===== src/rtl/nn_dense_layer_if.sv =====
// Streaming pixel input, weight-ROM port and classifier result bundle for nn_dense_layer.
interface nn_dense_layer_if #(
  parameter int N_IN  = 784,
  parameter int N_OUT = 10,
  parameter int IN_W  = 8,
  parameter int W_W   = 8,
  parameter int ACC_W = 24,
  parameter int OUT_W = 8
) ();
  localparam int AW = (N_IN > 1) ? $clog2(N_IN) : 1;

  logic                     start;
  logic                     in_valid;
  logic [IN_W-1:0]          in_data;
  logic                     in_ready;
  logic                     w_rd_en;
  logic [AW-1:0]            w_addr;
  logic [N_OUT*W_W-1:0]     w_data;
  logic [N_OUT*ACC_W-1:0]   bias;
  logic [N_OUT*OUT_W-1:0]   out_data;
  logic                     out_valid;
  logic [7:0]               digit_out;
  logic                     NN_done;
  logic                     busy;

  modport master (
    output start, in_valid, in_data, w_data, bias,
    input  in_ready, w_rd_en, w_addr, out_data, out_valid, digit_out, NN_done, busy
  );

  modport slave (
    input  start, in_valid, in_data, w_data, bias,
    output in_ready, w_rd_en, w_addr, out_data, out_valid, digit_out, NN_done, busy
  );
endinterface


===== src/rtl/nn_dense_layer.sv =====
// Fully-connected layer: streamed MAC over N_IN elements into N_OUT parallel accumulators,
// bias add, ReLU/shift/saturate requantisation and a sequential argmax classifier.
module nn_dense_layer #(
  parameter int N_IN  = 784,
  parameter int N_OUT = 10,
  parameter int IN_W  = 8,
  parameter int W_W   = 8,
  parameter int ACC_W = 24,
  parameter int OUT_W = 8,
  parameter int SHIFT = 7,
  parameter int RELU  = 1
) (
  input logic              clk,
  input logic              reset,
  nn_dense_layer_if.slave  bus
);
  localparam int AW = (N_IN > 1) ? $clog2(N_IN) : 1;
  localparam int KW = $clog2(N_OUT);
  localparam int PW = IN_W + W_W;
  localparam logic [AW-1:0] LAST_IDX = AW'(N_IN - 1);
  localparam logic [AW-1:0] IDX_ONE  = AW'(1'b1);
  localparam logic [KW-1:0] K_LAST   = KW'(N_OUT - 1);
  localparam logic [KW-1:0] K_ONE    = KW'(1'b1);
  localparam logic signed [ACC_W-1:0] OUT_MAX = {{(ACC_W-OUT_W+1){1'b0}}, {(OUT_W-1){1'b1}}};
  localparam logic signed [ACC_W-1:0] OUT_MIN = {{(ACC_W-OUT_W+1){1'b1}}, {(OUT_W-1){1'b0}}};

  typedef enum logic [2:0] {
    IDLE   = 3'd0,
    LOAD   = 3'd1,
    DRAIN  = 3'd2,
    POST   = 3'd3,
    ARGMAX = 3'd4,
    DONE   = 3'd5
  } state_t;

  state_t                   state_r, state_s;
  logic [AW-1:0]            idx_r;
  logic signed [IN_W-1:0]   pixel_r;
  logic                     mac_pending_r;
  logic signed [ACC_W-1:0]  acc_r [N_OUT];
  logic signed [ACC_W-1:0]  sum_r [N_OUT];
  logic signed [PW-1:0]     prod_s [N_OUT];
  logic signed [ACC_W-1:0]  sum_s [N_OUT];
  logic [KW-1:0]            k_r;
  logic signed [ACC_W-1:0]  best_r, cand_s, next_best_s;
  logic [KW-1:0]            best_idx_r, next_idx_s;
  logic [N_OUT*OUT_W-1:0]   out_data_r;
  logic                     out_valid_r;
  logic [7:0]               digit_r;
  logic                     done_r;
  logic                     accept_s;
  logic                     start_s;
  logic                     last_k_s;

  // Shift (floor), optional ReLU, then clamp into the signed OUT_W range.
  function automatic logic [OUT_W-1:0] requant(input logic signed [ACC_W-1:0] s);
    logic signed [ACC_W-1:0] sh;
    sh = s >>> SHIFT;
    if ((RELU != 0) && sh[ACC_W-1]) begin
      sh = {ACC_W{1'b0}};
    end else begin
      sh = sh;
    end
    if (sh > OUT_MAX) begin
      requant = OUT_MAX[OUT_W-1:0];
    end else if (sh < OUT_MIN) begin
      requant = OUT_MIN[OUT_W-1:0];
    end else begin
      requant = sh[OUT_W-1:0];
    end
  endfunction

  assign accept_s = (state_r == LOAD) && bus.in_valid;
  assign start_s  = (state_r == IDLE) && bus.start;
  assign last_k_s = (k_r == K_LAST);

  assign bus.in_ready  = (state_r == LOAD);
  assign bus.w_rd_en   = accept_s;
  assign bus.w_addr    = idx_r;
  assign bus.out_data  = out_data_r;
  assign bus.out_valid = out_valid_r;
  assign bus.digit_out = digit_r;
  assign bus.NN_done   = done_r;
  assign bus.busy      = (state_r != IDLE);

  // State register.
  always_ff @(posedge clk) begin
    if (reset) begin
      state_r <= IDLE;
    end else begin
      state_r <= state_s;
    end
  end

  // Next-state logic; a start outside IDLE is simply not looked at.
  always_comb begin
    state_s = state_r;
    case (state_r)
      IDLE: begin
        if (bus.start) state_s = LOAD;
        else           state_s = IDLE;
      end
      LOAD: begin
        if (accept_s && (idx_r == LAST_IDX)) state_s = DRAIN;
        else                                 state_s = LOAD;
      end
      DRAIN:  state_s = POST;
      POST:   state_s = ARGMAX;
      ARGMAX: begin
        if (last_k_s) state_s = DONE;
        else          state_s = ARGMAX;
      end
      DONE:    state_s = IDLE;
      default: state_s = IDLE;
    endcase
  end

  // Per-neuron full-precision product and biased sum.
  always_comb begin
    for (int j = 0; j < N_OUT; j++) begin
      prod_s[j] = pixel_r * $signed(bus.w_data[j*W_W +: W_W]);
      sum_s[j]  = acc_r[j] + $signed(bus.bias[j*ACC_W +: ACC_W]);
    end
  end

  // Running argmax candidate; the first element always seeds the search.
  always_comb begin
    cand_s = sum_r[k_r];
    if ((k_r == {KW{1'b0}}) || (cand_s > best_r)) begin
      next_best_s = cand_s;
      next_idx_s  = k_r;
    end else begin
      next_best_s = best_r;
      next_idx_s  = best_idx_r;
    end
  end

  // Input capture and MAC: the weight row arrives one cycle after the accept.
  always_ff @(posedge clk) begin
    if (reset) begin
      idx_r         <= {AW{1'b0}};
      pixel_r       <= {IN_W{1'b0}};
      mac_pending_r <= 1'b0;
      for (int j = 0; j < N_OUT; j++) acc_r[j] <= {ACC_W{1'b0}};
    end else if (start_s) begin
      idx_r         <= {AW{1'b0}};
      mac_pending_r <= 1'b0;
      for (int j = 0; j < N_OUT; j++) acc_r[j] <= {ACC_W{1'b0}};
    end else begin
      if (accept_s) begin
        pixel_r <= bus.in_data;
        idx_r   <= idx_r + IDX_ONE;
      end
      mac_pending_r <= accept_s;
      if (mac_pending_r) begin
        for (int j = 0; j < N_OUT; j++) acc_r[j] <= acc_r[j] + ACC_W'(prod_s[j]);
      end
    end
  end

  // Bias/requantise, argmax sweep and held result registers.
  always_ff @(posedge clk) begin
    if (reset) begin
      for (int j = 0; j < N_OUT; j++) sum_r[j] <= {ACC_W{1'b0}};
      out_data_r  <= {(N_OUT*OUT_W){1'b0}};
      out_valid_r <= 1'b0;
      digit_r     <= 8'd0;
      done_r      <= 1'b0;
      k_r         <= {KW{1'b0}};
      best_r      <= {ACC_W{1'b0}};
      best_idx_r  <= {KW{1'b0}};
    end else begin
      done_r <= 1'b0;
      case (state_r)
        IDLE: begin
          if (bus.start) out_valid_r <= 1'b0;
        end
        POST: begin
          for (int j = 0; j < N_OUT; j++) begin
            sum_r[j]                      <= sum_s[j];
            out_data_r[j*OUT_W +: OUT_W] <= requant(sum_s[j]);
          end
          k_r <= {KW{1'b0}};
        end
        ARGMAX: begin
          best_r     <= next_best_s;
          best_idx_r <= next_idx_s;
          k_r        <= k_r + K_ONE;
          if (last_k_s) begin
            digit_r     <= 8'(next_idx_s);
            out_valid_r <= 1'b1;
            done_r      <= 1'b1;
          end
        end
        default: begin
        end
      endcase
    end
  end
endmodule

===== src/flat_wrapper.sv =====
// flat-port wrapper written by rule: the top's interface ports become plain ports
module nn_dense_layer_flat 
#(
  parameter int N_IN  = 784,
  parameter int N_OUT = 10,
  parameter int IN_W  = 8,
  parameter int W_W   = 8,
  parameter int ACC_W = 24,
  parameter int OUT_W = 8,
  parameter int SHIFT = 7,
  parameter int RELU  = 1
)
  (clk, reset, bus_start, bus_in_valid, bus_in_data, bus_w_data, bus_bias, bus_in_ready, bus_w_rd_en, bus_w_addr, bus_out_data, bus_out_valid, bus_digit_out, bus_NN_done, bus_busy);
  nn_dense_layer_if #(.N_IN(N_IN), .N_OUT(N_OUT), .IN_W(IN_W), .W_W(W_W), .ACC_W(ACC_W), .OUT_W(OUT_W)) bus_i ();
  input logic clk;
  input logic reset;
  input wire logic [$bits(bus_i.start)-1:0] bus_start;
  input wire logic [$bits(bus_i.in_valid)-1:0] bus_in_valid;
  input wire logic [$bits(bus_i.in_data)-1:0] bus_in_data;
  input wire logic [$bits(bus_i.w_data)-1:0] bus_w_data;
  input wire logic [$bits(bus_i.bias)-1:0] bus_bias;
  output wire logic [$bits(bus_i.in_ready)-1:0] bus_in_ready;
  output wire logic [$bits(bus_i.w_rd_en)-1:0] bus_w_rd_en;
  output wire logic [$bits(bus_i.w_addr)-1:0] bus_w_addr;
  output wire logic [$bits(bus_i.out_data)-1:0] bus_out_data;
  output wire logic [$bits(bus_i.out_valid)-1:0] bus_out_valid;
  output wire logic [$bits(bus_i.digit_out)-1:0] bus_digit_out;
  output wire logic [$bits(bus_i.NN_done)-1:0] bus_NN_done;
  output wire logic [$bits(bus_i.busy)-1:0] bus_busy;
  assign bus_i.start = bus_start;
  assign bus_i.in_valid = bus_in_valid;
  assign bus_i.in_data = bus_in_data;
  assign bus_i.w_data = bus_w_data;
  assign bus_i.bias = bus_bias;
  assign bus_in_ready = bus_i.in_ready;
  assign bus_w_rd_en = bus_i.w_rd_en;
  assign bus_w_addr = bus_i.w_addr;
  assign bus_out_data = bus_i.out_data;
  assign bus_out_valid = bus_i.out_valid;
  assign bus_digit_out = bus_i.digit_out;
  assign bus_NN_done = bus_i.NN_done;
  assign bus_busy = bus_i.busy;
  nn_dense_layer #(.N_IN(N_IN), .N_OUT(N_OUT), .IN_W(IN_W), .W_W(W_W), .ACC_W(ACC_W), .OUT_W(OUT_W), .SHIFT(SHIFT), .RELU(RELU)) u_core (.clk(clk), .reset(reset), .bus(bus_i));
endmodule

===== config.mk =====
export PLATFORM = sky130hd
export DESIGN_NAME = nn_dense_layer_flat
export DESIGN_NICKNAME = d
export VERILOG_FILES = /design/src/rtl/nn_dense_layer_if.sv /design/src/rtl/nn_dense_layer.sv /design/src/flat_wrapper.sv
export SDC_FILE = /design/constraint.sdc
export NUM_CORES = 2
export LEC_CHECK = 0
export CORE_MARGIN = 5
export CORE_UTILIZATION = 40
export CTS_CLUSTER_SIZE = 16
export DETAILED_ROUTE_END_ITERATION = 8
export MAX_ROUTING_LAYER = met4
export PLACE_DENSITY = 0.57
export SYNTH_ARGS = -nofsm -noshare
export SYNTH_HDL_FRONTEND = slang
export SYNTH_SLANG_ARGS = --single-unit

===== constraint.sdc =====
create_clock -name clk -period 9.15 [get_ports clk]
set_clock_uncertainty 0.05 [all_clocks]
set_input_delay 2.745 -clock clk [delete_from_list [all_inputs] [get_ports clk]]
set_output_delay 2.745 -clock clk [all_outputs]
set_load 0.1 [all_outputs]

Yosys cells after proc, flatten, opt, wreduce, memory -nomap -nowiden
Memories as Yosys holds them, arrays and structs flattened. A register that Yosys moved wholly into a read port is not among the register bits.
Index checks and enable logic that the tools add are counted.
{"block": "word_totals", "register_bits": 140, "ramBits": 480, "inputBits": 332, "out_inout_bits": 103, "word_cells": 225, "memories": 2}
{"block": "op_classes", "addsub": 22, "mul": 10, "magnitude_cmp": 21, "n_eq_ne": 8, "mux": 104, "n_bitwise": 32, "n_reduce_logical": 15}
{"memory": "u_core.acc_r", "depth": 10, "word_bits": 24, "rd": 10, "rd_clocked_by_memory_dff": 0, "wr": 10, "line": "nn_dense_layer.sv:40", "rtl": "logic signed [ACC_W-1:0] acc_r [N_OUT];"}
{"memory": "u_core.sum_r", "depth": 10, "word_bits": 24, "rd": 1, "rd_clocked_by_memory_dff": 1, "wr": 10, "line": "nn_dense_layer.sv:41", "rtl": "logic signed [ACC_W-1:0] sum_r [N_OUT];"}
{"op": "two-way mux 24 bit", "count": 50}
{"op": "adder 24 x 16 -> 24 bit", "count": 10}
{"op": "adder 24 bit", "count": 10}
{"op": "greater-than comparator 24 x 8 -> 1 bit (second input constant)", "count": 10}
{"op": "< comparator 24 x 8 -> 1 bit (second input constant)", "count": 10}
{"op": "multiplier 8 x 8 -> 16 bit", "count": 10}
{"op": "two-way mux 16 bit", "count": 10}
{"op": "two-way mux 8 bit", "count": 20}
{"op": "OR 1 bit", "count": 30}
{"op": "greater-than comparator 24 bit", "count": 1}
{"op": "two-way mux 1 bit", "count": 17}
{"op": "case mux 3 bit (5 select lines)", "count": 1}
{"op": "two-way mux 4 bit", "count": 3}
{"op": "adder 10 x 1 -> 10 bit (second input constant)", "count": 1}
{"op": "equality test 10 bit (second input constant)", "count": 1}
{"op": "case mux 4 bit (2 select lines)", "count": 1}
{"op": "equality test 3 x 2 -> 1 bit (second input constant)", "count": 2}
{"op": "AND reduction 2 bit", "count": 3}
{"op": "adder 4 x 1 -> 4 bit (second input constant)", "count": 1}
{"op": "equality test 4 bit (second input constant)", "count": 1}
{"op": "zero test 4 bit", "count": 1}
{"op": "nonzero test 2 bit", "count": 2}
{"op": "OR reduction 2 bit", "count": 2}
{"op": "equality test 3 x 1 -> 1 bit (second input constant)", "count": 1}
{"op": "11 further kinds", "count": 14}

Logic depth before layout (Yosys ltp)
An unclocked memory read counts as a cell.
{"block": "depth", "ltp_word": 8, "mapped_depth": 24, "mapped_depth_nobuf": 22}

Worst setup path before layout
OpenSTA, ideal clock, no wires.
{"block": "synth_path", "kind": "input -> register", "startpoint": "input port reset", "endpoint": "memory u_core.acc_r[0][0] (enable)", "setup_time_ns": 1.696, "arrival_ns": 7.106, "required_time_ns": 7.404, "path_slack_ns": 0.298, "stages": 4, "n_path_buf": 2, "cell_sequence": "clkbuf_1 a21oi_1 clkbuf_1 nand2_1"}
{"item": "start, declared", "line": "flat_wrapper.sv:16", "rtl": "input logic reset;"}
{"item": "end, declared", "line": "nn_dense_layer.sv:40"}

==> results.md <==
- Max Clk Rate: 121 MHz
- Core area: 192000 µm²
- Synth-to-layout area growth: 13.8%
- Die area: 201000 µm²
- Ranking of synthesized cells by area: fa_1 27%, edfxtp_1 19%, ha_1 13%, inv_1 4.8%, dfxtp_1 3.7%
- Yosys warns: 0
- Detailed-route vias per instance: 5.36
- Crit Path Category: in -> reg
- Layout cells sized above 1: 4.78%
- Worst-path clk slew: 0.06 ns
- I/O pins: 435
- Critical Path Fanout Max: 6
- Post-synth top area share: 27.3%
- Port buffer count: 430
- Post-DP HPWL: 192 mm
- Worst Path Required: 9.57 ns
- Overall routing resource usage: 24.0%
- Clock Tree Buf Depth: 3
- Final WL: 236 mm
- Cts repair resizes: 0
- DRT iter0 DRCs: 3744
- Top FF cell, synth: edfxtp_1
- Pin count of the biggest net entering global routing: 145
- Syn Inst Count: 7566
- H-tree depth: 3
- Routed wire per std cell: 22.3 µm
- CTS root buffer: clkbuf_16
- Max_cap viols: 0
- IR drop worst, VDD: 158 µV
- Status: finished, final reports clean
- Post-synthesis sequential area ratio: 22.5%
- Worst slack at placement: 0.149 ns
- Drt drc: 0
- Vias: 56700
- Die Ht: 449 µm
- Clock sink count: 624
- Placed Instances: 10400
- Num rows: 161
- Leakage power: 40.9 nW
- Final #Nets: 10100
- Final worst slack: 0.887 ns
- Distinct cells, synth: 106
- Pwr Density: 148 nW/µm²
- Slew HR: 18.0%
- CTS tree: done
- Final setup violation count: 0
- Global route overflow: 0
- Period utilization: 90.3%
- Post-synth EDFFs: 480
- Pre-antenna DRT Iters: 7
- Startpoint types: input port
- Final Hold Viols: 0
- Critical path arrival: 8.68 ns
- Setup_tns: 0 ns
- Power Total: 13.0 mW
- Clock latency on the worst-skew pair: 0.72 ns
- Die width: 449 µm
- Routability cong.: 0.932
- Mean post-synth cell area: 10.2 µm²
- Final Critical Period: 8.26 ns
- Vias in the first global route: 59100
- Measured slew at the worst slew-check pin: 1.23 ns
- Post-route antenna net violation count: 0
- TritonCTS Buffers: 84
- Synth Register Bits: 624
- Post-synthesis cell area: 77000 µm²
- Area leader, netlist: fa_1
- RSZ-0062 raised after global routing: false
- Worst Hold Class: reg -> reg
- CP endpoint kind: flip-flop
- Synth async-reset ratio: 0%
- Initial antenna violation count: 45
- Setup bufs post-CTS: 0
- Hold_buf cts: 0
- First-pass GRT wire length: 362 mm
- Initial Utilization: 40.1%
- Final Slew Violations: 0
- Non-Filler Instances: 10600
[report_power, final]
| part | switching, mW | internal, mW | leakage, nW |
|---|---|---|---|
| combinational | 3.44 | 2.59 | 33.2 |
| sequential | 0.156 | 3.19 | 6.28 |
| clock | 1.48 | 2.09 | 1.42 |
| total | 5.08 | 7.87 | 40.9 |
[metrics by stage]
step                utilization, %  hold WS [ns]  area (µm²)
CTS                           45.6         0.411       87600
finish                        45.7         0.408       87700
detailed placement            44.1         0.396       84600
floorplan                        -         0.404       77100
global placement              44.1         0.392       84600
global route                  45.7         0.436       87700
[synthesized netlist by cell type (all sizes together) (17+ instances only)]
master,count
a2111oi,27
a211o,22
a211oi,100
a21boi,17
a21o,171
a21oi,352
a221o,20
a22oi,22
a31oi,44
and2,415
and3,107
buf,24
clkbuf,210
dfxtp,144
edfxtp,480
fa,1050
ha,798
inv,979
mux2i,40
mux4,48
nand2,483
nand2b,60
nand3,98
nand4,31
nor2,593
nor2b,64
nor3,107
nor3b,19
o211ai,27
o21a,54
o21ai,196
o21bai,65
o31ai,30
or2,19
or3,37
xnor2,257
xor2,160
[layer usage]
layer	share of wire (%)	track usage, %	vias to the layer above
met1	45	31.9	28600
met4	4.2	9.43	0
met5	0	-	-
li1	-	-	26300
met3	4.4	2.36	359
met2	47	37.9	1457
[state kept, by name (all words and copies together) (netlist names), 4 cells and up, named ones only]
signal	flops
u_core.bus.w_addr	10
u_core.acc_r	240
u_core.pixel_r	8
u_core.k_r	4
u_core.bus.out_data	80
u_core.best_r	24
u_core.sum_r	240
u_core.bus.digit_out	4
u_core.best_idx_r	4
[cell type report]
class	count	area, µm²
antenna	31	77.6
clock buffer	109	2300
clock inverter	48	676
fill	18200	104000
inverter	988	3720
multi-input combinational	5723	55200
sequential	624	17300
tap	2526	3160
timing repair buffer	538	5210
[placed cells by master, fill, tap and decap left out, drive strengths merged, types with 19 or more instances in the layout]
cell type	n
and2	415
o21bai	65
clkbuf	109
a31oi	44
a22oi	22
nand2b	60
o21a	54
o21ai	196
a211o	22
buf	110
a2111oi	27
fa	1050
mux2i	40
o31ai	30
or2	19
a21oi	352
xor2	160
xnor2	257
inv	982
nor3	107
ha	798
dfxtp	144
or3	37
nor3b	19
edfxtp	480
a211oi	100
clkinv	36
nand3	98
and3	107
diode	31
a221o	20
o211ai	27
nor2	593
clkdlybuf4s50	428
a21o	171
nor2b	64
mux4	48
nand2	483
nand4	31
[final timing paths]
path                                   startpoint                              endpoint  slack (ns)  cells past startpoint
max                                bus_w_data[16]     u_core.acc_r[0][70]$_SDFFCE_PN0P_        0.89                     21
min          u_core.bus.out_data[31]$_SDFFE_PP0N_  u_core.bus.out_data[31]$_SDFFE_PP0N_        0.41                      1
max reg2reg        u_core.pixel_r[3]$_SDFFE_PP0P_    u_core.acc_r[0][238]$_SDFFCE_PN0P_        2.10                     23
min reg2reg  u_core.bus.out_data[31]$_SDFFE_PP0N_  u_core.bus.out_data[31]$_SDFFE_PP0N_        0.41                      1
[worst max-delay path, stage by stage]
cell and delay [ns]:
clkdlybuf4s50_1 0.52, and2_1 0.23, fa_1 0.53, fa_1 0.42
ha_1 0.29, inv_1 0.05, fa_1 0.48, inv_1 0.05
ha_1 0.27, ha_1 0.22, fa_1 0.47, a21o_1 0.19
a21o_1 0.21, a2111oi_2 0.37, o21bai_1 0.18, a211oi_1 0.26
nor2_1 0.10, o41a_1 0.36, a221o_1 0.34, o31ai_1 0.28
mux2i_1 0.12
[cell families (layout without fill, tap and decap cells)]
logic type / after synthesis / after routing / synth area share [%]
and+or+nand+nor: 2096 / 2096 / 13.5
adders and majority gates: 1848 / 1848 / 40.2
AOI/OAI and AO/OA: 1268 / 1268 / 11.2
buffers and inverters: 1222 / 1683 / 5.98
DFF: 624 / 624 / 22.5
xor gates and xnor gates: 417 / 417 / 4.74
muxes: 90 / 90 / 1.95
other: 1 / 35 / 0.00487
Note: power is estimated with default switching activity, not from simulation.
